[src/rtl/cache_pkg.sv]
// Shared definitions for the data-cache control path.
// Holds the controller state encoding and the default block size.
package cache_pkg;

    typedef logic [1:0] state_t;

    localparam state_t ST_IDLE   = 2'b00;
    localparam state_t ST_REFILL = 2'b01;
    localparam state_t ST_WRITE  = 2'b10;

    localparam int unsigned WPB_DEFAULT = 4;

endpackage

[src/rtl/refill_counter.sv]
// Word-offset counter for block refills, modulo WORDS_PER_BLOCK.
// Ports:
//   CLK  - clock, rising edge
//   RST  - synchronous active-low reset, forces CNT to 0
//   CLR  - forces CNT to 0 (used whenever no refill is in progress)
//   INC  - advance by one word, wrapping after the last word
//   CNT  - current word offset
//   LAST - CNT is the final word of the block
module refill_counter #(
    parameter int unsigned WORDS_PER_BLOCK = 4,
    parameter int unsigned IDX_W           = $clog2(WORDS_PER_BLOCK)
) (
    input  logic             CLK,
    input  logic             RST,
    input  logic             CLR,
    input  logic             INC,
    output logic [IDX_W-1:0] CNT,
    output logic             LAST
);

    logic [IDX_W-1:0] cnt_q;
    logic [IDX_W-1:0] cnt_d;

    assign LAST = (cnt_q == IDX_W'(WORDS_PER_BLOCK - 1));
    assign CNT  = cnt_q;

    always_comb begin
        cnt_d = cnt_q;
        if (CLR) begin
            cnt_d = '0;
        end else if (INC) begin
            cnt_d = LAST ? '0 : cnt_q + IDX_W'(1);
        end
    end

    always_ff @(posedge CLK) begin
        if (!RST) begin
            cnt_q <= '0;
        end else begin
            cnt_q <= cnt_d;
        end
    end

endmodule

[src/rtl/cache_controller.sv]
// Control FSM for a direct-mapped, write-through, no-write-allocate data cache.
// Ports:
//   CLK, RST          - clock and synchronous active-low reset
//   MEM_RD_REQ/WR_REQ - CPU load/store requests, held while STALL is high
//   HIT               - combinational tag-compare result for the current address
//   MEM_READY         - main-memory pulse: read word valid / write accepted
//   STALL             - freezes the CPU pipeline
//   MAIN_RD/MAIN_WR   - main-memory read/write requests
//   CACHE_WE, TAG_WE  - data-array word write and tag/valid write
//   REFILL_IDX        - word offset of the refill word
//   DATA_SEL          - data-array write mux: 0 = CPU store data, 1 = memory data
module cache_controller
    import cache_pkg::*;
#(
    parameter int unsigned WORDS_PER_BLOCK = WPB_DEFAULT,
    parameter int unsigned IDX_W           = $clog2(WORDS_PER_BLOCK)
) (
    input  logic             CLK,
    input  logic             RST,
    input  logic             MEM_RD_REQ,
    input  logic             MEM_WR_REQ,
    input  logic             HIT,
    input  logic             MEM_READY,
    output logic             STALL,
    output logic             MAIN_RD,
    output logic             MAIN_WR,
    output logic             CACHE_WE,
    output logic             TAG_WE,
    output logic [IDX_W-1:0] REFILL_IDX,
    output logic             DATA_SEL
);

    state_t           state_q;
    state_t           state_d;
    logic [IDX_W-1:0] cnt;
    logic             cnt_last;
    logic             cnt_clr;
    logic             cnt_inc;

    assign cnt_clr = (state_q != ST_REFILL);
    assign cnt_inc = (state_q == ST_REFILL) && MEM_READY;

    refill_counter #(
        .WORDS_PER_BLOCK (WORDS_PER_BLOCK),
        .IDX_W           (IDX_W)
    ) u_refill_counter (
        .CLK  (CLK),
        .RST  (RST),
        .CLR  (cnt_clr),
        .INC  (cnt_inc),
        .CNT  (cnt),
        .LAST (cnt_last)
    );

    // Outputs are gated by RST so everything reads 0 while reset is held,
    // even before the first clock edge has cleared the state.
    always_comb begin
        state_d    = state_q;
        STALL      = 1'b0;
        MAIN_RD    = 1'b0;
        MAIN_WR    = 1'b0;
        CACHE_WE   = 1'b0;
        TAG_WE     = 1'b0;
        DATA_SEL   = 1'b0;
        REFILL_IDX = '0;
        if (RST) begin
            unique case (state_q)
                ST_IDLE: begin
                    // Stores win over loads when both are requested.
                    if (MEM_WR_REQ) begin
                        STALL   = 1'b1;
                        state_d = ST_WRITE;
                    end else if (MEM_RD_REQ && !HIT) begin
                        STALL   = 1'b1;
                        state_d = ST_REFILL;
                    end
                end
                ST_REFILL: begin
                    STALL      = 1'b1;
                    MAIN_RD    = 1'b1;
                    DATA_SEL   = 1'b1;
                    REFILL_IDX = cnt;
                    if (MEM_READY) begin
                        CACHE_WE = 1'b1;
                        if (cnt_last) begin
                            TAG_WE  = 1'b1;
                            state_d = ST_IDLE;
                        end
                    end
                end
                ST_WRITE: begin
                    MAIN_WR = 1'b1;
                    STALL   = !MEM_READY;
                    if (MEM_READY) begin
                        // No allocate on a store miss.
                        CACHE_WE = HIT;
                        state_d  = ST_IDLE;
                    end
                end
                default: begin
                    state_d = ST_IDLE;
                end
            endcase
        end
    end

    always_ff @(posedge CLK) begin
        if (!RST) begin
            state_q <= ST_IDLE;
        end else begin
            state_q <= state_d;
        end
    end

endmodule

[config.mk]
export PLATFORM = sky130hd
export DESIGN_NAME = cache_controller
export DESIGN_NICKNAME = d
export VERILOG_FILES = /design/src/rtl/cache_pkg.sv /design/src/rtl/refill_counter.sv /design/src/rtl/cache_controller.sv
export SDC_FILE = /design/constraint.sdc
export NUM_CORES = 1
export LEC_CHECK = 0
export ABC_AREA = 1
export BUFFER_PORTS_ARGS = -buffer_cell sky130_fd_sc_hd__buf_2
export CAP_MARGIN = 30
export CELL_PAD_IN_SITES_DETAIL_PLACEMENT = 1
export CELL_PAD_IN_SITES_GLOBAL_PLACEMENT = 2
export CORE_MARGIN = 1
export CORE_UTILIZATION = 20
export DETAILED_ROUTE_END_ITERATION = 10
export HOLD_SLACK_MARGIN = 0.15
export PLACE_DENSITY = 0.79
export SLEW_MARGIN = 25
export SYNTH_ARGS = -nofsm -noshare
export SYNTH_HDL_FRONTEND = slang
export SYNTH_HIERARCHICAL = 1
export SYNTH_SLANG_ARGS = --single-unit
[constraint.sdc]
create_clock -name CLK -period 1.3 [get_ports CLK]
set_clock_uncertainty 0.2 [all_clocks]
set_input_delay 0.26 -clock CLK [delete_from_list [all_inputs] [get_ports CLK]]
set_output_delay 0.26 -clock CLK [all_outputs]
set_load 0.01 [all_outputs]
# Yosys cells after proc, flatten, opt, wreduce, memory -nomap -nowiden
# Index checks and enable logic that the tools add are counted.
dict set report word_totals {
  wordCells 44
  rom_bits 0
  memories 0
  latchBits 0
  inputBits 6
  mem_bits_rw 0
  ff_bits 4
  out_inout_bits 8
}
dict set report op_classes {
  eq_ne 8
  magnitude_cmp 0
  shifts 0
  reduce_logical 7
  add_sub_neg 1
  mul 0
  n_bitwise 1
  n_mux 25
  n_div 0
}
# cell n
set ops {}
lappend ops {{$mux W2} 8}
lappend ops {{$mux W1} 14}
lappend ops {{$pmux W2 S3} 1}
lappend ops {{$eq A2 B2 Y1 const B} 2}
lappend ops {{$ne A2 B1 Y1 const B} 2}
lappend ops {{$ne A2 B2 Y1 const B} 2}
lappend ops {{$reduce_and A4 Y1} 1}
lappend ops {{$ne A3 B3 Y1 const B} 1}
lappend ops {{$pmux W1 S3} 1}
lappend ops {{$add A2 B1 Y2 const B} 1}
lappend ops {{$eq A2 B1 Y1 const B} 1}
lappend ops {{$logic_and A1 B1 Y1} 2}
lappend ops {{$logic_not A1 Y1} 2}
lappend ops {{$logic_not A2 Y1} 1}
lappend ops {{$pmux W1 S2} 1}
lappend ops {{$reduce_or A2 Y1} 1}
lappend ops {{$not A1 Y1} 1}

# Longest topological paths before layout
# Gate-level depths: netlist of the first run.
dict set report logic_depth {
  depth_word 6
  depth_mapped 8
}

# Modules after synthesis
# The synthesis of the first run kept the hierarchy.
# mod seq_area_each_um2 n_inst cells_per_inst area_per_inst_um2
set modules_own_cells {}
lappend modules_own_cells {cache_controller 40.0 1 46 279.0}
lappend modules_own_cells {refill_counter 40.0 1 14 101.3}

# Worst setup path before layout of the first run
# Ideal clock, no wire load.
dict set report synth_timing {
  kind {reg2out}
  start {register state_q[1]}
  end {output port STALL}
  t_arrival_ns 1.016
  path_stages_with_launch 7
  path_buffers 0
  t_required_ns 0.840
  path_slack_ns -0.176
  cell_sequence {dfxtp_1 -> inv_1 -> ha_1 -> inv_2 -> nand2_4 -> a21oi_1 -> nor3_1}
}
dict set report synth_via {
  elab_chain_cells 3
}
# item line_no
set synth_lines {}
lappend synth_lines {{start, declared} cache_controller.sv:33} ;# state_t state_q;
lappend synth_lines {{start signal, assigned} cache_controller.sv:111} ;# state_q <= state_d;
lappend synth_lines {{$eq A2 B2 Y1, or another cell as far along} cache_controller.sv:67} ;# unique case (state_q)
lappend synth_lines {{$pmux W1 S3 (*)} cache_controller.sv:67}
lappend synth_lines {{$mux W1 (*)} cache_controller.sv:66} ;# if (RST) begin
lappend synth_lines {{end, declared} cache_controller.sv:24} ;# output logic STALL,
# Mark *: on every way between the ends. The rest lies on a longest branch, timed or not.

# Final worst setup path of the first run
dict set report layout_timing {
  start {register state_q[0]}
  end {output port CACHE_WE}
}
dict set report layout_via {
  elab_chain_cells 3
}
# item line_no
set layout_lines {}
lappend layout_lines {{$eq A2 B2 Y1 or $eq A2 B1 Y1 (tied branches)} cache_controller.sv:67}
lappend layout_lines {{$pmux W1 S2 (*)} cache_controller.sv:67}
lappend layout_lines {{$mux W1 (*)} cache_controller.sv:66}
lappend layout_lines {{end, declared} cache_controller.sv:27} ;# output logic CACHE_WE,
# Marked as above.

==> metrics.md, run 1 <==
| Metric | Value |
|---|---|
| Hold Crit Depth | 3 |
| VDD IR max | 0.0003256 V |
| PD cells | 662.1 nW/µm² |
| Vias in the first global route | roughly 440 |
| Worst Path Required | around 0.84 ns |
| Share of layout cells above drive strength 1 | between 50% and 60% |
| CP arrival | 1.21 ns |
| Total via count after detailed routing | ~450 |
| Failing checks | negative setup slack |
| Final WL | ~1100 µm |
| Setup-failing EPs final | 12 |
| Status | finished with violations |
| CTS max path bufs | 2 |
| Avg Cell Area, Syn | around 6.3 µm² |
| DR DRC count | 0 |
| Fmax | around 600 MHz |
| Pin count of the biggest net entering global routing | 7 |
| Reg2Reg Depth | 9 |
| Drt pass-1 iters | 4 |
| Die area | 2080 µm² |
| Dpl cell area | roughly 600 µm² |
| Buffers on Ports | 13 |
| Routed WL per cell | between 9 and 10 µm |
| Max-slew violation count | 0 |
| Post-DP HPWL | between 800 and 900 µm |
| CTS buffer count | 3 |
| Area grow syn2layout | 77.30% |
| Setup TNS | -2.692 ns |
| Cell Int Power | ~320 µW |
| Hold_sp | RST |
| Max cap viols | 0 |
| Initial antenna violation count | 0 |
| CP max FO | 3 |
| CP Class | reg2out |
| Setup WS post-layout | -0.3652 ns |
| Ys Warns | 6 |
| Largest area contributor in the netlist | dfxtp_1 |
| Num rows | 15 |
| Clock latency at the later pin of the worst-skew pair | around 0.23 ns |
| CP startpoint | state_q[0] |
| Syn Std Cell Area | approximately 380 µm² |
| Rel. slew slack | roughly nine tenths |
| RSZ-0062 raised after global routing | yes |
| Die width | ~46 µm |
| Final hold violations | 0 |
| Setup crit end | CACHE_WE |
| Iter 0 DRT Violations | 2 |
| Final #Nets | ~100 |
| Reg2reg end | u_refill_counter/CNT[0] |
| Initial core utilization | between 20% and 30% |
| Register bit total from synthesis | 4 |
| CTS tree | built |
| Hold Crit Class | in2reg |
| Reg-to-Reg Start | state_q[1] |
| Comb power frac | about 33% |
| Area share of the largest cell type after synthesis | 21.05% |
| Core Region | 1745 µm² |
| CTS root buf | clkbuf_4 |
| Crit start category | flip-flop |
| First-pass GRT wire length | about 1700 µm |
| Design Power | ~450 µW |
| Lkg Pwr | between 0.0003 and 0.0004 µW |
| Synth area leaders | dfxtp_1, ha_1, inv_1 |
| Net Sw Frac | roughly 29% |
| Io pins | 14 |
| Final ANT Viol Nets | 0 |
| Crit. End Element | primary output |
| Tightest Pin Transition | between 0.1 and 0.15 ns |
| CTS H-tree lvls | 1 |
| Crit share post-route | 128.1% |
| CTS clock-pin slew for the worst setup and hold paths | roughly 0.04 ns |
| GRT Util Overall | between 10% and 20% |
| Final Critical Period | ~1.7 ns |
| GPL Wtd Cong | between 0.7 and 0.8 |
| Worst reg-to-reg setup slack | -0.17 ns |
| Die height | 45.61 µm |
| Mapped Nets | 71 |
| Register area share after synthesis | roughly a fifth |
| Clk pwr share | 36.4% |
| Yosys cell types | 13 |
| Grt ovf | 0 |
| Diodes inserted | 0 |
| TritonCTS Sinks | 4 |
| Flop pwr share | 30.2% |
| P_sw | about 130 µW |
| Vias per inst | between 3 and 4 |
| Pre-CTS worst setup slack | -0.1593 ns |
| Cell area after layout | approximately 670 µm² |
| Cell count after synthesis | 60 |
[layer usage]
metal,share of wire [%],vias to the layer above,track usage [%]
li1,-,241,-
met1,40,199,12.38
met2,56,7,21.43
met3,3.6,0,1.190
met4,0,0,3.636
met5,0,-,0
[power groups by stage]
stage                     registers [µW]  clock network [µW]  logic (µW)
after floorplan                      136                   0        75.1
after global placement               135                   0         128
after detailed placement             136                   0         130
after CTS                            135                 171         146
after global routing                 136                 180         165
final                                135                 163         149
[sequential cells by signal (all words and copies together), names as in the netlist]
signal	cells
u_refill_counter/CNT	2
state_q	2
[area by class of cell]
type | count | area [µm²]
flip-flops and latches | 4 | 87.58
fillers | 233 | 1071
well taps | 25 | 31.28
repair buffers | 27 | 172.7
inverters | 16 | 67.56
clock buffers | 4 | 26.28
multi-input cells | 39 | 289.0
[Yosys cell counts]
library cell / n
nand2_4: 2
buf_4: 1
nand2_2: 2
inv_2: 2
a21oi_1: 4
a21oi_2: 2
inv_1: 14
nor3_1: 2
nor2_1: 5
nand3_1: 4
nand2_1: 13
ha_1: 5
dfxtp_1: 4
[worst max-delay path: stages (launching register included)]
cell and delay, ns:
dfxtp_4 0.37, inv_4 0.04, ha_1 0.28, nand3_1 0.08
nor2_2 0.08, buf_2 0.12
[repair_timing]
action / CTS / global route
pin swaps: 5 / 2
setup endpoints to repair: 10 / 12
hold buffers: 1 / 0
setup buffers: 2 / 1
endpoints found under the hold margin: 2 / 0
gates resized for setup: 6 / 1
[stage by stage]
| step | utilization, % | hold slack [ns] | instances |
|---|---|---|---|
| 2_1_floorplan | - | 0.1961 | 60 |
| 3_3_place_gp | 33.98 | 0.3584 | 107 |
| 5_1_grt | 38.64 | 0.1547 | 115 |
| 3_5_place_dp | 33.98 | 0.3691 | 107 |
| 4_1_cts | 37.92 | 0.1501 | 114 |
| 6_report | 38.64 | 0.1562 | 115 |
[worst min-delay path by stage]
stage / slack, ns / end
after CTS: 0.15 / u_refill_counter/CNT[0]
after global routing: 0.15 / u_refill_counter/CNT[0]
after detailed placement: 0.37 / state_q[0]
after floorplan: 0.20 / u_refill_counter/CNT[1]
after global placement: 0.36 / state_q[0]
final: 0.16 / u_refill_counter/CNT[0]
[logic make-up after synthesis]
kind of cell	after synthesis	share of synthesized area [%]
buffers and inverters	17	17.76
adders and majority gates	5	16.45
AOI/OAI and AO/OA	6	9.869
and+or+nand+nor	28	34.87
DFF	4	21.05
[cells in the final DEF, fill, tap and decap left out]
| cell | n |
|---|---|
| a21oi_1 | 3 |
| a21oi_2 | 3 |
| buf_2 | 13 |
| buf_4 | 13 |
| clkbuf_1 | 1 |
| clkbuf_4 | 3 |
| dfxtp_1 | 2 |
| dfxtp_4 | 2 |
| dlygate4sd3_1 | 1 |
| ha_1 | 3 |
| ha_4 | 2 |
| inv_1 | 10 |
| inv_2 | 3 |
| inv_4 | 3 |
| nand2_1 | 11 |
| nand2_2 | 3 |
| nand2_4 | 3 |
| nand3_1 | 3 |
| nand3_2 | 1 |
| nor2_1 | 4 |
| nor2_2 | 1 |
| nor3_2 | 2 |
No activity file was read; power rests on OpenSTA's default activity.
==> run 2: changes to the inputs <==
==> constraint.sdc (replaced) <==
create_clock -name CLK -period 1.3 [get_ports CLK]
set_clock_uncertainty 0.2 [all_clocks]
set_input_delay 0 -clock CLK [delete_from_list [all_inputs] [get_ports CLK]]
set_output_delay 0 -clock CLK [all_outputs]
set_load 0.01 [all_outputs]
==> metrics.md, run 2 (synthesis gave the netlist of run 1 again) <==
| Metric | Value |
|---|---|
| First-pass GRT wire length | 1697 µm (was 1656 µm) |
| Crit. End Element | primary output (unchanged) |
| Drt pass-1 iters | 1 (was 4) |
| CTS H-tree lvls | 1 (unchanged) |
| CP Cell Sequence | buf_6, ha_4, inv_4, nand2_4, a21oi_2, nor3_1, buf_2 (was inv_4, ha_1, nand3_1, nor2_2, buf_2) |
| Post-DP HPWL | 733.2 µm (was 868.1 µm) |
| Tightest Pin Transition | 0.1820 ns (was 0.1426 ns) |
| Area grow syn2layout | 94.41% (was 77.30%) |
| Failing checks | negative setup slack (unchanged) |
| Worst Path Required | 1.10 ns (was 0.84 ns) |
| Die width | 45.61 µm (unchanged) |
| Vias per inst | 4.087 (was 3.887) |
| Commonest non-fill, non-tap cells in the layout | buf_2, inv_1, nand2_1 (was buf_2, buf_4, nand2_1) |
| Num rows | 15 (unchanged) |
| Share of layout cells above drive strength 1 | 58.89% (was 57.78%) |
| Routed WL per cell | 9.687 µm (was 9.139 µm) |
| Worst reg-to-reg setup slack | -0.12 ns (was -0.17 ns) |
| Setup TNS | -1.199 ns (was -2.692 ns) |
| PD cells | 613.7 nW/µm² (was 662.1 nW/µm²) |
| CTS tree | built (unchanged) |
| Util after Layout | 42.37% (was 38.64%) |
| Pin count of the biggest net entering global routing | 5 (was 7) |
| Initial antenna violation count | 0 (unchanged) |
| Final #Nets | 103 (was 102) |
| Setup-failing EPs final | 11 (was 12) |
| Dpl cell area | 506.7 µm² (was 593.1 µm²) |
| Buffers on Ports | 13 (unchanged) |
| CTS max path bufs | 2 (unchanged) |
| Clock latency at the later pin of the worst-skew pair | 0.22 ns (was 0.23 ns) |
| Initial core utilization | 21.79% (unchanged) |
| Comb power frac | 38.5% (was 33.3%) |
| Crit path max-delay cell type | dfxtp_4 (unchanged) |
| GPL Wtd Cong | 0.7061 (was 0.7780) |
| P_sw | 133.2 µW (was 130.9 µW) |
| Grt ovf | 0 (unchanged) |
| Crit path max-delay family | flip-flops (unchanged) |
| Final ANT Viol Nets | 0 (unchanged) |
| Commonest non-fill, non-tap cell in the layout | buf_2 |
| Clk pwr share | 31.9% (was 36.4%) |
| CP arrival | 1.25 ns (was 1.21 ns) |
| Die area | 2080 µm² (unchanged) |
| Max-slew violation count | 0 (unchanged) |
| VDD IR max | 0.0004291 V (was 0.0003256 V) |
| Final WL | 1114 µm (was 1051 µm) |
| Lkg Pwr | 0.0003588 µW (was 0.0003510 µW) |
| CTS buffer count | 3 (unchanged) |
| DR DRC count | 0 (unchanged) |
| RSZ-0062 raised after global routing | yes (unchanged) |
| Core Region | 1745 µm² (unchanged) |
| Cell Int Power | 320.6 µW (was 315.7 µW) |
| Die height | 45.61 µm (unchanged) |
| CP max FO | 4 (was 3) |
| Largest stage delay on the critical path | 0.35 ns (was 0.37 ns) |
| Rel. slew slack | 87.78% (was 90.47%) |
| Fmax | 689.6 MHz (was 600.5 MHz) |
| CP Class | reg2out (unchanged) |
| TritonCTS Sinks | 4 (unchanged) |
| Cell area after layout | 739.5 µm² (was 674.4 µm²) |
| GRT Util Overall | 11.63% (was 11.13%) |
| CTS clock-pin slew for the worst setup and hold paths | 0.03 ns (was 0.04 ns) |
| Setup WS post-layout | -0.1501 ns (was -0.3652 ns) |
| Max cap viols | 0 (unchanged) |
| Crit share post-route | 111.5% (was 128.1%) |
| Diodes inserted | 0 (unchanged) |
| Final Critical Period | 1.450 ns (was 1.665 ns) |
| Final hold violations | 0 (unchanged) |
| Crit path buf inv count | 3 (was 2) |
| Status | finished with violations (unchanged) |
| Fin Hold WS | 0.1411 ns (was 0.1562 ns) |
| Total via count after detailed routing | 470 (was 447) |
| Crit start category | flip-flop (unchanged) |
| Hold Crit Class | in2out (was in2reg) |
| Io pins | 14 (unchanged) |
| Net Sw Frac | 29.35% (was 29.31%) |
| Vias in the first global route | 451 (was 437) |
| Flop pwr share | 29.6% (was 30.2%) |
| CTS root buf | clkbuf_4 (unchanged) |
| Iter 0 DRT Violations | 0 (was 2) |
==> run 2: cell types whose count changed in the layout (fill, tap and decap cells not counted), moves of 2 or more <==
cell	delta
buf_4	-6
buf_6	+6
dlygate4sd3_1	+4
buf_2	-3
nand2_1	-2
nor3_1	+2
nor3_2	-2
==> run 2: cell type report <==
| type | count | area, µm² |
|---|---|---|
| Fill cell | 229 | 1006 |
| Sequential cell | 4 | 87.58 |
| Timing Repair Buffer | 28 | 220.2 |
| Inverter | 16 | 67.56 |
| Clock buffer | 3 | 22.52 |
| Multi-Input combinational cell | 39 | 310.3 |
| Tap cell | 25 | 31.28 |
==> run 2: power groups by stage <==
| stage | clock network (µW) | logic, µW | registers (µW) |
|---|---|---|---|
| 6_report | 145 | 175 | 134 |
| 5_1_grt | 164 | 191 | 135 |
| 4_1_cts | 154 | 147 | 136 |
| 3_5_place_dp | 0 | 105 | 133 |
| 3_3_place_gp | 0 | 105 | 133 |
| 2_1_floorplan | 0 | 63.1 | 133 |
==> run 2: what timing repair did <==
item,4_1_cts,5_1_grt
setup endpoints to repair,11,12
resized for setup,19,16
pin swaps,5,9
hold endpoints to repair,4,0
setup buffers,4,1
hold buffers,5,0
==> run 2: final timing paths <==
check                     startpoint                 endpoint  depth (start not counted)
max reg2reg               state_q[0]               state_q[1]                          9
max                       state_q[0]                    STALL                          7
min reg2reg  u_refill_counter/CNT[1]  u_refill_counter/CNT[1]                          2
min                              HIT                 CACHE_WE                          4
==> run 2: stage by stage <==
step	total power [µW]	setup slack, ns	std cells
5_1_grt	490.8	-0.1925	115
2_1_floorplan	196.4	0.01399	60
6_report	453.8	-0.1501	115
3_3_place_gp	237.6	-0.06908	102
3_5_place_dp	237.8	-0.06714	102
4_1_cts	436.3	-0.1491	114
==> run 2: metal layers <==
layer,GRT usage [%],vias to the layer above,wire length [µm]
met5,0,-,0
met4,7.273,0,10
met3,2.381,2,31
met2,20.57,6,619
met1,12.41,222,452
li1,-,240,-
==> run 2: tightest hold or removal path: stages <==
cell and delay (ns):
buf_2 0.10, a21oi_2 0.04, nor2_1 0.07, buf_2 0.13
